### src/rtl/drive_pkg.sv
`default_nettype none
// ============================================================================
// Package  : drive_pkg
// Purpose  : Motor command codes, arbiter state encoding and command helpers.
// Revision : 1.0 - initial release
// ============================================================================
package drive_pkg;

    localparam logic [2:0] c_CMD_STOP  = 3'b000;
    localparam logic [2:0] c_CMD_FWD   = 3'b001;
    localparam logic [2:0] c_CMD_BACK  = 3'b010;
    localparam logic [2:0] c_CMD_LEFT  = 3'b101;
    localparam logic [2:0] c_CMD_RIGHT = 3'b110;

    localparam logic [2:0] c_ST_IDLE       = 3'b000;
    localparam logic [2:0] c_ST_LINE       = 3'b001;
    localparam logic [2:0] c_ST_REMOTE     = 3'b010;
    localparam logic [2:0] c_ST_AVOID_BACK = 3'b011;
    localparam logic [2:0] c_ST_AVOID_TURN = 3'b100;

    // Unknown remote codes are forced to STOP so the motor never sees them.
    function automatic logic [2:0] legal_cmd(input logic [2:0] raw);
        case (raw)
            c_CMD_STOP, c_CMD_FWD, c_CMD_BACK, c_CMD_LEFT, c_CMD_RIGHT: legal_cmd = raw;
            default: legal_cmd = c_CMD_STOP;
        endcase
    endfunction

    // The line follower reports 000 for "on track", which means drive forward.
    function automatic logic [2:0] line_cmd(input logic [2:0] filt);
        case (filt)
            3'b000:  line_cmd = c_CMD_FWD;
            3'b101:  line_cmd = c_CMD_LEFT;
            3'b110:  line_cmd = c_CMD_RIGHT;
            default: line_cmd = c_CMD_STOP;
        endcase
    endfunction

endpackage
`default_nettype wire

### src/rtl/cmd_debounce.sv
`default_nettype none
// ============================================================================
// Module   : cmd_debounce
// Purpose  : Passes a 3-bit command through only once it has held steady.
// Revision : 1.0 - initial release
// ============================================================================
module cmd_debounce #(
    parameter int STABLE_CYC = 16
) (
    input  logic       clk,
    input  logic       rst,
    input  logic [2:0] i_cmd,
    output logic [2:0] o_cmd
);

    localparam int              c_CW    = $clog2(STABLE_CYC) + 1;
    localparam logic [c_CW-1:0] c_LIMIT = c_CW'(STABLE_CYC);
    localparam logic [c_CW-1:0] c_LAST  = c_CW'(STABLE_CYC - 1);

    logic [2:0]      r_prev;
    logic [2:0]      r_filt;
    logic [c_CW-1:0] r_cnt;
    logic [c_CW-1:0] w_cnt_nx;

    // The edge that first sees a new value counts as one of the stable samples.
    always_comb begin
        w_cnt_nx = '0;
        if (i_cmd == r_prev) begin
            w_cnt_nx = (r_cnt < c_LIMIT) ? r_cnt + 1'b1 : r_cnt;
        end
    end

    always_ff @(posedge clk) begin
        if (rst) begin
            r_prev <= 3'b000;
            r_filt <= 3'b000;
            r_cnt  <= '0;
        end else begin
            r_prev <= i_cmd;
            r_cnt  <= w_cnt_nx;
            if (w_cnt_nx >= c_LAST) begin
                r_filt <= i_cmd;
            end
        end
    end

    assign o_cmd = r_filt;

endmodule
`default_nettype wire

### src/rtl/drive_arbiter.sv
`default_nettype none
// ============================================================================
// Module   : drive_arbiter
// Purpose  : Chooses the motor command from obstacle, remote and line sources.
// Revision : 1.0 - initial release
// ============================================================================
module drive_arbiter #(
    parameter int STABLE_CYC  = 16,
    parameter int BT_HOLD_CYC = 5000000,
    parameter int BACK_CYC    = 25000000,
    parameter int TURN_CYC    = 15000000,
    parameter int MAX_RETRY   = 3
) (
    input  logic       clk,
    input  logic       rst,
    input  logic [2:0] hw_ctr,
    input  logic [2:0] bt_cmd,
    input  logic       bt_valid,
    input  logic       obstacle,
    input  logic       mode_auto,
    output logic [2:0] motor_ctr,
    output logic [2:0] state_led,
    output logic       fault
);

    import drive_pkg::*;

    localparam int c_M1 = (STABLE_CYC > BT_HOLD_CYC) ? STABLE_CYC : BT_HOLD_CYC;
    localparam int c_M2 = (c_M1 > BACK_CYC) ? c_M1 : BACK_CYC;
    localparam int c_M3 = (c_M2 > TURN_CYC) ? c_M2 : TURN_CYC;
    localparam int c_M4 = (c_M3 > MAX_RETRY) ? c_M3 : MAX_RETRY;
    localparam int c_TW = $clog2(c_M4) + 1;

    localparam logic [c_TW-1:0] c_HOLD_LOAD = c_TW'(BT_HOLD_CYC - 1);
    localparam logic [c_TW-1:0] c_BACK_LOAD = c_TW'(BACK_CYC - 1);
    localparam logic [c_TW-1:0] c_TURN_LOAD = c_TW'(TURN_CYC - 1);
    localparam logic [c_TW-1:0] c_MAX_RETRY = c_TW'(MAX_RETRY);

    logic [2:0]      r_state, w_state_nx;
    logic [c_TW-1:0] r_timer, w_timer_nx;
    logic [c_TW-1:0] r_retry, w_retry_nx;
    logic [2:0]      r_bt_cmd, w_bt_cmd_nx;
    logic            r_fault, w_fault_nx;
    logic [2:0]      r_motor, w_motor_nx;
    logic [2:0]      w_filt;
    logic            w_enter_back;
    logic            w_moving;

    cmd_debounce #(
        .STABLE_CYC (STABLE_CYC)
    ) u_debounce (
        .clk   (clk),
        .rst   (rst),
        .i_cmd (hw_ctr),
        .o_cmd (w_filt)
    );

    // Only a car that is actually heading somewhere is steered away.
    assign w_moving = (r_bt_cmd == c_CMD_FWD) || (r_bt_cmd == c_CMD_LEFT) ||
                      (r_bt_cmd == c_CMD_RIGHT);

    always_comb begin
        w_state_nx   = r_state;
        w_timer_nx   = (r_timer != '0) ? r_timer - 1'b1 : '0;
        w_retry_nx   = r_retry;
        w_bt_cmd_nx  = r_bt_cmd;
        w_fault_nx   = r_fault;
        w_motor_nx   = c_CMD_STOP;
        w_enter_back = 1'b0;

        case (r_state)
            c_ST_IDLE: begin
                if (r_fault) begin
                    if (bt_valid && (legal_cmd(bt_cmd) == c_CMD_STOP)) begin
                        w_fault_nx = 1'b0;
                    end
                end else if (mode_auto) begin
                    w_state_nx = c_ST_LINE;
                end else if (bt_valid) begin
                    w_state_nx  = c_ST_REMOTE;
                    w_bt_cmd_nx = legal_cmd(bt_cmd);
                    w_timer_nx  = c_HOLD_LOAD;
                end
            end
            c_ST_LINE: begin
                w_motor_nx = line_cmd(w_filt);
                if (obstacle) begin
                    w_enter_back = 1'b1;
                end else if (!mode_auto) begin
                    w_state_nx = c_ST_IDLE;
                end
            end
            c_ST_REMOTE: begin
                w_motor_nx = r_bt_cmd;
                if (obstacle && w_moving) begin
                    w_enter_back = 1'b1;
                end else if (mode_auto) begin
                    w_state_nx = c_ST_LINE;
                end else if (bt_valid) begin
                    w_bt_cmd_nx = legal_cmd(bt_cmd);
                    w_timer_nx  = c_HOLD_LOAD;
                end else if (r_timer == '0) begin
                    w_state_nx = c_ST_IDLE;
                end
            end
            c_ST_AVOID_BACK: begin
                w_motor_nx = c_CMD_BACK;
                if (r_timer == '0) begin
                    w_state_nx = c_ST_AVOID_TURN;
                    w_timer_nx = c_TURN_LOAD;
                end
            end
            c_ST_AVOID_TURN: begin
                w_motor_nx = c_CMD_RIGHT;
                if (r_timer == '0) begin
                    if (!obstacle) begin
                        w_retry_nx = '0;
                        w_state_nx = mode_auto ? c_ST_LINE : c_ST_IDLE;
                    end else if (r_retry < c_MAX_RETRY) begin
                        w_enter_back = 1'b1;
                    end else begin
                        w_fault_nx = 1'b1;
                        w_state_nx = c_ST_IDLE;
                    end
                end
            end
            default: begin
                w_state_nx = c_ST_IDLE;
            end
        endcase

        if (w_enter_back) begin
            w_state_nx = c_ST_AVOID_BACK;
            w_timer_nx = c_BACK_LOAD;
            w_retry_nx = (r_retry != '1) ? r_retry + 1'b1 : r_retry;
        end
    end

    always_ff @(posedge clk) begin
        if (rst) begin
            r_state  <= c_ST_IDLE;
            r_timer  <= '0;
            r_retry  <= '0;
            r_bt_cmd <= c_CMD_STOP;
            r_fault  <= 1'b0;
            r_motor  <= c_CMD_STOP;
        end else begin
            r_state  <= w_state_nx;
            r_timer  <= w_timer_nx;
            r_retry  <= w_retry_nx;
            r_bt_cmd <= w_bt_cmd_nx;
            r_fault  <= w_fault_nx;
            r_motor  <= w_motor_nx;
        end
    end

    assign motor_ctr = r_motor;
    assign state_led = r_state;
    assign fault     = r_fault;

endmodule
`default_nettype wire

### config.mk
export PLATFORM = sky130hd
export DESIGN_NAME = drive_arbiter
export DESIGN_NICKNAME = d
export VERILOG_FILES = /design/src/rtl/drive_pkg.sv /design/src/rtl/cmd_debounce.sv /design/src/rtl/drive_arbiter.sv
export SDC_FILE = /design/constraint.sdc
export NUM_CORES = 1
export LEC_CHECK = 0
export CAP_MARGIN = 10
export CORE_MARGIN = 2
export CORE_UTILIZATION = 60
export DETAILED_ROUTE_END_ITERATION = 10
export PLACE_DENSITY = 0.84
export SYNTH_ARGS = -nofsm -noshare
export SYNTH_HDL_FRONTEND = slang
export SYNTH_SLANG_ARGS = --single-unit
### constraint.sdc
create_clock -name clk -period 2.89 [get_ports clk]
set_input_delay 0.289 -clock clk [delete_from_list [all_inputs] [get_ports clk]]
set_output_delay 0.289 -clock clk [all_outputs]
set_load 0.01 [all_outputs]
After elaboration in Yosys (flattened, before gate mapping)

Index checks and enable logic that the tools add are counted.

Eq/ne operators: 39
Reductions and logical operators: 21
Add/subtract/negate cells: 3
Mux-type cells: 53
$lt $le $gt $ge: 3

Operators by type and width:

| cell                                                | count |
|---|---|
| two-way mux 26 bit                                  | 11 |
| case mux 26 bit (3 select lines)                    | 1 |
| two-way mux 3 bit                                   | 20 |
| != test 3 bit, second input constant                | 10 |
| adder 26 x 1 -> 26 bit, second input constant       | 1 |
| zero test 26 bit                                    | 1 |
| < comparator 26 x 2 -> 1 bit, second input constant | 1 |
| != test 26 bit, second input constant               | 1 |
| nonzero test 26 bit                                 | 1 |
| subtractor 26 x 1 -> 26 bit, second input constant  | 1 |
| two-way mux 25 bit                                  | 1 |
| == test 3 bit, second input constant                | 7 |
| AND reduction 10 bit                                | 2 |
| != test 2 bit, second input constant                | 8 |
| != test 4 bit, second input constant                | 4 |
| case mux 3 bit (5 select lines)                     | 1 |
| zero test 3 bit                                     | 4 |
| case mux 3 bit (4 select lines)                     | 1 |
| two-way mux 1 bit                                   | 11 |
| two-way mux 5 bit                                   | 2 |
| == test 3 x 1 -> 1 bit, second input constant       | 3 |
| == test 3 x 2 -> 1 bit, second input constant       | 3 |
| case mux 3 bit (3 select lines)                     | 1 |
| AND reduction 4 bit                                 | 2 |
| other kinds (15)                                    | 21 |

Flip-flop bits (word level): 73
Output and inout bits: 7
Bits of input ports: 11
Logic and storage cells: 130

Depth between registers and ports, before layout

Depth in word-level cells: 10
Depth in mapped cells: 9
Gate-level depth less buffers: 8

Cells and area by module

A second synthesis with hierarchy kept.

Cell total of the unflattened synthesis: 466
Area total of the unflattened synthesis: 3,838.7 um^2

By module, submodules not included:

| module        | area each (um^2) | sequential area each (um^2) | cells each | instances |
|---|---|---|---|---|
| drive_arbiter | 3,387.0          | 1,241.2                     | 425        | 1 |
| cmd_debounce  | 451.7            | 220.2                       | 41         | 1 |

Worst setup path before layout

Ideal clock, no wire load.

Path type: reg-to-reg
From: register r_timer[10]
To: register r_retry[24]
Period minus slack after synthesis: 2.076 ns
Buffers on the path: 1
Data arrival time: 2.005 ns
Setup time: 0.071 ns
Stages on the path, launching flop included: 9
Data required time: 2.819 ns
Slack: 0.814 ns
Cells stage by stage: dfxtp_1 > nor4_4 > nand4_2 > nor3_2 > nand2_2 > and2_4 > buf_6 > or4_1 > a21oi_1

Cells in the longest elaborated chain, start to end: 5
Elaborated cells between the ends (all ways): 9
Classes of those cells: eq/ne: 2; mux: 3; reduce/logical: 4

RTL lines:

| element                                                                       | line                 | source |
|---|---|---|
| start: declaration                                                            | drive_arbiter.sv:40  | `logic [c_TW-1:0] r_timer, w_timer_nx;` |
| start signal: assignment                                                      | drive_arbiter.sv:149 | `r_timer <= w_timer_nx;` |
| zero test 26 bit (*)                                                          | drive_arbiter.sv:115 | `if (r_timer == '0) begin` |
| two-way mux 1 bit                                                             | drive_arbiter.sv:115 |  |
| case mux 1 bit (3 select lines)                                               | drive_arbiter.sv:71  | `case (r_state)` |
| != test 2 x 1 -> 1 bit (no line) / nonzero test 2 bit (equally long branches) | n/a                  |  |
| AND reduction 4 bit (no line)                                                 | n/a                  |  |
| end signal: assignment                                                        | drive_arbiter.sv:150 | `r_retry <= w_retry_nx;` |
| end: declaration                                                              | drive_arbiter.sv:41  | `logic [c_TW-1:0] r_retry, w_retry_nx;` |

Mark *: on every way between the ends. The rest lies on a longest branch, timed or not.
A chain may end at the register's enable or synchronous reset.

Worst setup path in the final report

From: register r_timer[0]
To: register r_timer[2]

Cells in the longest elaborated chain, start to end: 7
Elaborated cells between the ends (all ways): 13
Classes of those cells: add/sub: 1; mux: 10; reduce/logical: 2

RTL lines:

| element                                                                   | line                                     | source |
|---|---|---|
| subtractor 26 x 1 -> 26 bit / nonzero test 26 bit (equally long branches) | drive_arbiter.sv:64                      | `w_timer_nx = (r_timer != '0) ? r_timer - 1'b1 : '0;` |
| two-way mux 26 bit                                                        | drive_arbiter.sv:64                      |  |
| two-way mux 26 bit                                                        | drive_arbiter.sv:79, drive_arbiter.sv:99 |  |
| two-way mux 26 bit                                                        | drive_arbiter.sv:97                      | `end else if (mode_auto) begin` |
| two-way mux 26 bit (on tied branches)                                     | drive_arbiter.sv:95, drive_arbiter.sv:73 |  |
| case mux 26 bit (3 select lines)                                          | drive_arbiter.sv:71                      |  |
| two-way mux 25 bit (*)                                                    | drive_arbiter.sv:132                     | `if (w_enter_back) begin` |

Marked as above.

==> results by group <==
Timing
  • Setup TNS: 0 ps
  • Final setup viols: 0
  • RSZ-0062 raised after global routing: no
  • Slew Limit Headroom: about 23%
  • F_max: about 390 MHz
  • Final Skew: about 9.2 ps
  • Final Hold Viols: 0
  • Worst-Margin Slew: about 1100 ps
  • Setup ws final: 311 ps
  • Tmin final: 2580 ps
  • Tcrit/Tclk final: 89.2%
  • Final Max Tran Viols: 0

Global route
  • First-pass GRT wire length: roughly 15000 um
  • Pin count of the biggest net entering global routing: 41
  • GR Overflow Total: 0
  • Vias in the first global route: 3286
  • Total track usage: 25.2%
  • Initial antenna violation count: 0

Placed design
  • DP HPWL: 6020 um
  • Port bufs: 17
  • Cells after DPL: 548
  • Placed cell areas: 4020 um2
  • Final GP Congestion: about 0.95
  • Pre-CTS setup slack: 367 ps

Power
  • Total power: around 3000 uW
  • Peak supply drop: 479 uV
  • Power Density: 727 nW/um2
  • Pleak: 0.00155 uW

Critical path
  • Worst reg-to-reg path cell count: 7
  • Crit-path cells: inv_1 > ha_1 > nand4b_1 > nor2_1 > and3_1 > nor3_1 > a21oi_1
  • Critical path class: reg -> reg
  • CP max stage delay: 930 ps
  • CP arrival: 2750 ps
  • RR Startpoint: r_timer[0]
  • CP Capture Type: flip-flop
  • Worst setup SP type: flip-flop
  • Worst R2R Setup Slack: 310 ps
  • Worst Setup SP: r_timer[0]
  • Worst Path Required: 3060 ps
  • Worst-path fanout max: 9
  • RR Endpoint: r_timer[2]
  • Crit path max-delay cell type: nor3_1

Synthesis
  • Synthesized instance count: 468
  • Largest family of logic cells by synthesized area: simple AND/OR/NAND/NOR gates
  • Post-synth ARST share: 0%
  • Yosys warning total: 0
  • Sequential share of the synthesized area: roughly two fifths
  • EDFF count, synth: 0
  • Post-synth cell types: 53
  • Mux share of post-synthesis cell area: 2.18%
  • FF+latch count, synth: 73
  • Synth Area per Inst: 8.10 um2
  • Adder-cell share of the synthesized area: under 10%
  • Synth Area in XOR/XNOR: 7.39%
  • Synth Area in Simple Gates: 31.9%
  • Ys flop type: dfxtp_1
  • Syn_nets: 485
  • Post-synthesis compound-gate area fraction: 14.7%
  • Synthesized area: about 3800 um2

Floorplan
  • Die area: 6970 um2
  • Floorplan row count: 28
  • I/O pin count: 18
  • Die width: 83.5 um
  • Starting density of the core: a little over three fifths
  • Die height: 83.5 um
  • CORE AREA: 6030 um2

Finish
  • Fin nets: 501
  • Share of cells above drive strength 1: 6.56%
  • Final instance area: approximately 4200 um2
  • Ant diodes: 0
  • Final Non-Filler Cells: 563
  • Layout area overhead: 10.4%

Clock network
  • Hold buffer count at CTS: 0
  • Postcts setup bufs: 0
  • Clock latency on the worst-skew pair: between 300 and 400 ps
  • CTS tree: done
  • Longest Clk Path Bufs: 2
  • Clock sinks: 73
  • CTS root buf: clkbuf_8
  • Post_cts resized: 0
  • CTS buffer count: 9
  • H-tree depth: 3
  • Reg clk slew, reported paths: 70 ps

Min path
  • Worst hold path type: reg -> reg
  • WHS Path Cells: 2
  • Worst hold endpoint: fault
  • Hold path start: fault

Drt
  • Routed len/inst: ~15 um
  • Drt first pass iters: 4
  • Initial DRC count: 207
  • DR vias: 3503
  • Vias per cell: around 6.2
  • DRT antenna net count: 0
  • # DRC: 0
  • Final WL: 8560 um

Job
  • Maxcap violations: 0

Run status
  • Result of the run: complete, no violations
## cell usage in the layout, fill, tap and decap left out, types with 4 or more instances in the layout
cell type / n
a21oi_1: 60
and2_1: 4
and3_1: 8
and4_1: 4
buf_4: 7
clkbuf_8: 10
clkdlybuf4s50_1: 17
clkinv_2: 4
dfxtp_1: 73
ha_1: 6
inv_1: 8
mux2i_1: 6
nand2_1: 39
nand2b_1: 4
nand3_1: 18
nand4_1: 11
nand4b_1: 4
nor2_1: 47
nor2b_1: 8
nor3_1: 13
nor4_1: 11
o21ai_0: 25
or3_1: 24
or4_1: 7
xnor2_1: 16
xor2_1: 16
## how the worst max path moves through the flow
stage                        to  slack, ps  cells past startpoint
floorplan           r_retry[24]        810                      8
global placement    r_retry[24]        470                      8
detailed placement   r_timer[0]        370                      7
CTS                  r_timer[0]        360                      7
global route         r_timer[2]         80                      7
finish               r_timer[2]        310                      7
## layer usage
layer  vias to the layer above  wire [um]  GRT usage, %
li1                       1723          -             -
met1                      1654       3840          32.7
met2                       116       4150          41.8
met3                        10        461          4.85
met4                         0        116          9.38
met5                         -          0             0
## final cells by class
cell class | instances | area, um2
Sequential cell | 73 | 1460
Fill cell | 483 | 1840
Timing Repair Buffer | 24 | 223
Tap cell | 75 | 93.8
Multi-Input combinational cell | 368 | 2220
Inverter | 8 | 30.0
Clock inverter | 4 | 20.0
Clock buffer | 11 | 141
## cell families after synthesis
group | Yosys count
flops | 73
buf+inv | 27
xor+xnor | 32
fa+ha+maj | 7
simple gates | 218
mux | 8
compound gates | 103
## registers in the layout, indices dropped and copies added (netlist names)
signal,flops
u_debounce.r_cnt,5
u_debounce.o_cmd,3
u_debounce.r_prev,3
fault,1
motor_ctr,3
r_retry,26
state_led,3
r_timer,26
r_bt_cmd,3
## synthesized netlist by cell type (11+ instances only)
cell,number,area [um2]
o21ai_0,25,125
clkbuf_1,11,41.3
xnor2_1,16,140
a21oi_1,60,300
dfxtp_1,73,1460
nor2_1,47,176
nand3_1,18,90.1
nor4_1,11,68.8
xor2_1,16,140
or3_1,24,150
nand4_1,11,68.8
nand2_1,39,146
nor3_1,13,65.1
## power breakdown
group          internal, uW  switching, uW  total (uW)
logic                   445            572        1020
registers              1150            201        1350
clock network           325            353         678
## critical path: cells and delay by family (launching register included)
| kind | cells | cell delay, ps |
|---|---|---|
| AO/OA/AOI/OAI | 1 | 140 |
| AND/OR/NAND/NOR | 4 | 1520 |
| adder cells (fa/ha/maj) | 1 | 270 |
| buffers and inverters | 1 | 90 |
| flip-flops | 1 | 390 |
## through the flow
step / utilization, % / hold WS [ps]
final: 69.5 / 511
after global routing: 69.5 / 533
after CTS: 69.5 / 509
after detailed placement: 66.8 / 498
after global placement: 66.8 / 478
after floorplan: - / 417
Power figures use the tool's default switching activity.
